--- src/rtl/sistema_ram_arbiter.sv ---
// sistema_ram_arbiter: shares one single-port synchronous RAM between two
// Avalon-style requesters (m0, m1). Grants are combinational, reads return
// with a fixed one-cycle latency, writes complete in their grant cycle.
// Optional build macro SISTEMA_RAM_ARB_FIXED_PRIO_EN selects fixed priority
// (m0 always wins); when undefined, the arbiter is round-robin.
module sistema_ram_arbiter #(
  parameter int unsigned ADDR_W = 10,
  parameter int unsigned DATA_W = 32,
  localparam int unsigned BE_W  = DATA_W / 8
) (
  input  logic              clk,
  input  logic              reset,
  // requester 0
  input  logic [ADDR_W-1:0] m0_address,
  input  logic [BE_W-1:0]   m0_byteenable,
  input  logic              m0_read,
  input  logic              m0_write,
  input  logic [DATA_W-1:0] m0_writedata,
  output logic              m0_waitrequest,
  output logic [DATA_W-1:0] m0_readdata,
  output logic              m0_readdatavalid,
  // requester 1
  input  logic [ADDR_W-1:0] m1_address,
  input  logic [BE_W-1:0]   m1_byteenable,
  input  logic              m1_read,
  input  logic              m1_write,
  input  logic [DATA_W-1:0] m1_writedata,
  output logic              m1_waitrequest,
  output logic [DATA_W-1:0] m1_readdata,
  output logic              m1_readdatavalid,
  // RAM side
  output logic [ADDR_W-1:0] ram_address,
  output logic [BE_W-1:0]   ram_byteenable,
  output logic              ram_chipselect,
  output logic              ram_write,
  output logic [DATA_W-1:0] ram_writedata,
  output logic              ram_clken,
  input  logic [DATA_W-1:0] ram_readdata
);

  typedef struct packed {
    logic [ADDR_W-1:0] addr;
    logic [BE_W-1:0]   be;
    logic [DATA_W-1:0] wdata;
  } ram_req_t;

  logic     req0;
  logic     req1;
  logic     gnt_valid;
  logic     gnt_idx;
  logic     gnt_write;
  ram_req_t m0_req;
  ram_req_t m1_req;
  ram_req_t gnt_req;
  ram_req_t hold_q;
  logic     rd_pending_q;
  logic     rd_owner_q;
`ifndef SISTEMA_RAM_ARB_FIXED_PRIO_EN
  logic     last_grant_q;
`endif

  assign req0   = m0_read | m0_write;
  assign req1   = m1_read | m1_write;
  assign m0_req = '{addr: m0_address, be: m0_byteenable, wdata: m0_writedata};
  assign m1_req = '{addr: m1_address, be: m1_byteenable, wdata: m1_writedata};

  // Arbitration: pick at most one requester this cycle; nothing is granted in reset.
  always_comb begin
    gnt_valid = 1'b0;
    gnt_idx   = 1'b0;
    if (!reset) begin
      if (req0 && req1) begin
        gnt_valid = 1'b1;
`ifdef SISTEMA_RAM_ARB_FIXED_PRIO_EN
        gnt_idx   = 1'b0;
`else
        gnt_idx   = ~last_grant_q;
`endif
      end else if (req0) begin
        gnt_valid = 1'b1;
        gnt_idx   = 1'b0;
      end else if (req1) begin
        gnt_valid = 1'b1;
        gnt_idx   = 1'b1;
      end
    end
  end

  // RAM-side mux: granted requester's payload, otherwise the held last grant.
  always_comb begin
    gnt_req   = hold_q;
    gnt_write = 1'b0;
    if (gnt_valid) begin
      gnt_req   = gnt_idx ? m1_req : m0_req;
      gnt_write = gnt_idx ? m1_write : m0_write;
    end
  end

  assign ram_address    = gnt_req.addr;
  assign ram_byteenable = gnt_req.be;
  assign ram_writedata  = gnt_req.wdata;
  assign ram_chipselect = gnt_valid;
  assign ram_write      = gnt_write;
  assign ram_clken      = 1'b1;

  // Stall any requester that asks but loses; everyone stalls while in reset.
  assign m0_waitrequest = reset | (req0 & ~(gnt_valid & ~gnt_idx));
  assign m1_waitrequest = reset | (req1 & ~(gnt_valid &  gnt_idx));

  // Return path: RAM data one cycle after a read grant, zero otherwise.
  assign m0_readdatavalid = rd_pending_q & ~rd_owner_q;
  assign m1_readdatavalid = rd_pending_q &  rd_owner_q;
  assign m0_readdata      = m0_readdatavalid ? ram_readdata : '0;
  assign m1_readdata      = m1_readdatavalid ? ram_readdata : '0;

  // Hold register and in-flight read tracking; reset drops any pending read.
  always_ff @(posedge clk or posedge reset) begin
    if (reset) begin
      hold_q       <= '0;
      rd_pending_q <= 1'b0;
      rd_owner_q   <= 1'b0;
    end else begin
      rd_pending_q <= gnt_valid & ~gnt_write;
      if (gnt_valid) begin
        hold_q <= gnt_req;
      end
      if (gnt_valid && !gnt_write) begin
        rd_owner_q <= gnt_idx;
      end
    end
  end

`ifndef SISTEMA_RAM_ARB_FIXED_PRIO_EN
  // Round-robin history: remembers the last winner, so m0 wins first after reset.
  always_ff @(posedge clk or posedge reset) begin
    if (reset) begin
      last_grant_q <= 1'b1;
    end else if (gnt_valid) begin
      last_grant_q <= gnt_idx;
    end
  end
`endif

endmodule

--- config.mk ---
export PLATFORM = sky130hd
export DESIGN_NAME = sistema_ram_arbiter
export DESIGN_NICKNAME = d
export VERILOG_FILES = /design/src/rtl/sistema_ram_arbiter.sv
export SDC_FILE = /design/constraint.sdc
export NUM_CORES = 1
export LEC_CHECK = 0
export CAP_MARGIN = 20
export CORE_MARGIN = 2
export CORE_UTILIZATION = 36
export DETAILED_ROUTE_END_ITERATION = 16
export GPL_TIMING_DRIVEN = 0
export PLACE_DENSITY = 0.83
export SETUP_SLACK_MARGIN = 0.15
export SYNTH_ARGS = -nofsm -noshare
export SYNTH_HDL_FRONTEND = slang
export SYNTH_SLANG_ARGS = --single-unit
export TNS_END_PERCENT = 20
--- constraint.sdc ---
create_clock -name clk -period 4 [get_ports clk]
set_clock_uncertainty 0.05 [all_clocks]
set_input_delay 0.6 -clock clk [delete_from_list [all_inputs] [get_ports clk]]
set_output_delay 0.6 -clock clk [all_outputs]
set_load 0.05 [all_outputs]
==> impl_results.md <==
* Setup crit start kind: input pin
* Remaining DRCs at 0
* Max-cap viol count at 0
* Worst vdd ir at 0.181 mV
* TritonCTS buffer count at 5
* Register area share after synthesis at 35.2%
* Worst hold start: hold_q[39]
* Top_reg_cell synth: dfrtp_1
* Fill cells at 804
* Total clock sinks at 49
* Cell row count at 35
* Critical path's slowest cell: clkdlybuf4s50_1
* Most common cell after layout, fill and taps aside: clkdlybuf4s50_1
* DR WL met3 at 1.04 mm
* Hold Path End: hold_q[39]
* Hold Violations, Final at 0
* Setup violators final at 0
* CP endpoint kind: primary output
* Starting DRT DRC Count at 142
* Largest net degree at the start of global routing at 31
* Mapped Area at 3490 um2
* First-pass GRT wire length at 21.0 mm
* Post-route setup TNS at 0 ns
* Worst-case reg-to-reg path depth at 4
* M1 WL at 5.08 mm
* CP max FO at 10
* Drt pass-1 iters at 5
* FMAX at 266 MHz
* Crit path DAT at 3.11 ns
* Post-route cell area at 6270 um2
* Die H at 102 um
* R2R setup slack at 2.34 ns
* Metal2 WL at 7.28 mm
* CTS tree: done
* CTS Hold Bufs at 0
* Most frequent CP cell: clkdlybuf4s50_1
* Clock share of power at 16.3%
* Maximum clock path buffer count at 2
* Layout area overhead at 79.5%
* HPWL Detailed at 11.2 mm
* Post-synth ARST share at 100%
* RR Endpoint: hold_q[17]
* Post-place instance area at 6120 um2
* Post-synthesis cell count at 407
* Slowest stage delay, CP at 0.86 ns
* R2R Path Start: last_grant_q
* Final Slew Violations at 0
* Internal at 0.00123 W
* Top sig layer: met4
* Drt via density at 5.38
* Routed WL at 14.0 mm
* Ports at 247
* Min-Delay Path Class: flop to flop
* Final design utilization at 67.2%
* Core ar. at 9330 um2
* Most frequent cells in the layout: clkdlybuf4s50_1, inv_1, o221ai_1
* WP data required at 3.35 ns
* Fraction of final layout cells sized beyond drive strength 1 at 6.64%
* Max_slew headroom at 57.7%
* Sw Ratio at 43.2%
* P_sw at 0.000932 W
* Power per cell area at 344 nW/um2
* Fin nets at 792
* RSZ-0062 raised after global routing: yes
* Fin Hold WS at 0.464 ns
* Crit path kind: input pin to primary output
* H-tree levels at 2
* RePlAce Congestion at 0.899
* Mapped Nets at 537
* Root buf cell: clkbuf_8
* Cell breakdown of the critical path: clkdlybuf4s50_1 -> nor4_4 -> buf_4 -> buf_2 -> o21ai_1 -> o221ai_1 -> clkdlybuf4s50_1
* Status: finished, final reports clean
* Flop pwr share at 28.0%
* Wire length per cell at 17.5 um
* Routed Antenna Nets at 0
* Area of the die at 10500 um2
* Final Cycle Share at 94.1%
* Via count at 4296
* Netlist cell types at 30
* Worst-margin pin slew at 0.632 ns
* Hold Crit Depth at 2
* Synth Warn # at 0
* Number of synthesized flops with an enable pin at 0
* Clock latency on the worst-skew pair at 0.30 ns
* Vias in the first global route at 4232
* Overflow after GRT at 0
* Starting Density at 37.4%
* Total GRT Usage at 25.7%
* Min Tclk post-route at 3.76 ns
* Initial antenna violation count at 6
* Pleak at 2.80 nW
* Die Wd at 102 um
* Synthesis-stage register bit count at 49
* Clock transition at path regs at 0.10 ns
* Logic pwr share at 55.7%
* PortBufs at 244
* Mean Syn Cell Area at 8.58 um2
layer usage:
metal | track usage [%] | vias to the layer above
li1 | - | 1997
met1 | 28.3 | 2053
met2 | 45.6 | 214
met3 | 4.99 | 32
met4 | 15.6 | 0
met5 | 0 | -
power groups by stage:
stage,Combinational [W],Clock [W],Sequential (W)
global route,0.00127,0.000378,0.000611
global placement,0.00118,0,0.000609
CTS,0.00120,0.000362,0.000604
detailed placement,0.00120,0,0.000614
floorplan,0.000750,0,0.000603
finish,0.00120,0.000352,0.000604
per-stage QoR:
step	std cells	setup slack, ns	power, W
floorplan	407	0.583	0.00135
global route	798	0.127	0.00226
global placement	780	-0.722	0.00179
detailed placement	781	-0.0905	0.00181
CTS	792	0.256	0.00217
finish	798	0.236	0.00216
worst max-delay path by stage:
| stage | startpoint | endpoint | slack [ns] | depth (start not counted) |
|---|---|---|---|---|
| detailed placement | reset | ram_writedata[10] | -0.09 | 7 |
| floorplan | reset | m0_waitrequest | 0.58 | 5 |
| CTS | m1_write | ram_address[2] | 0.26 | 7 |
| global route | m1_write | ram_writedata[28] | 0.13 | 6 |
| finish | m1_write | ram_byteenable[1] | 0.24 | 7 |
| global placement | reset | ram_writedata[10] | -0.72 | 6 |
cell usage after synthesis (all sizes together) (2+ instances only):
cell	instances	area (um2)
and2	33	206
o221ai	91	815
nor2	4	20.0
buf	24	234
a2bb2oi	2	17.5
nand3	2	15.0
and3	33	206
o21ai	51	259
clkbuf	16	60.1
dfrtp	48	1200
inv	91	342
sequential cells by signal, summed over array words and instances, names as in the netlist:
signal,count
hold_q,46
rd_pending_q,1
rd_owner_q,1
last_grant_q,1
worst max-delay path: cells and delay by family:
kind	cells	cell delay (ns)
AO/OA/AOI/OAI	2	0.22
AND/OR/NAND/NOR	1	0.39
buffers and inverters	4	1.88
timing repair:
item,CTS,global route
cloned,1,0
buffers inserted,2,0
endpoints found under the setup margin,46,7
resized for setup,1,1
layout make-up:
cell class / count / area [um2] / share of cell area, %
repair buffers: 247 / 2480 / 39.6
multi-input cells: 227 / 1630 / 26.0
flip-flops and latches: 49 / 1230 / 19.6
inverters: 91 / 345 / 5.51
plain buffers: 40 / 294 / 4.69
well taps: 129 / 161 / 2.58
clock buffers: 6 / 72.6 / 1.16
clock inverters: 2 / 38.8 / 0.619
diodes: 6 / 15.0 / 0.240
repair inverters: 1 / 5.00 / 0.0799
cell families after synthesis:
group | Yosys count | share of synthesized area (%)
AOI/OAI and AO/OA | 150 | 32.6
buffers and inverters | 131 | 18.2
and+or+nand+nor | 76 | 13.9
DFF | 49 | 35.2
other | 1 | 0.107
No activity file was read; power rests on OpenSTA's default activity.
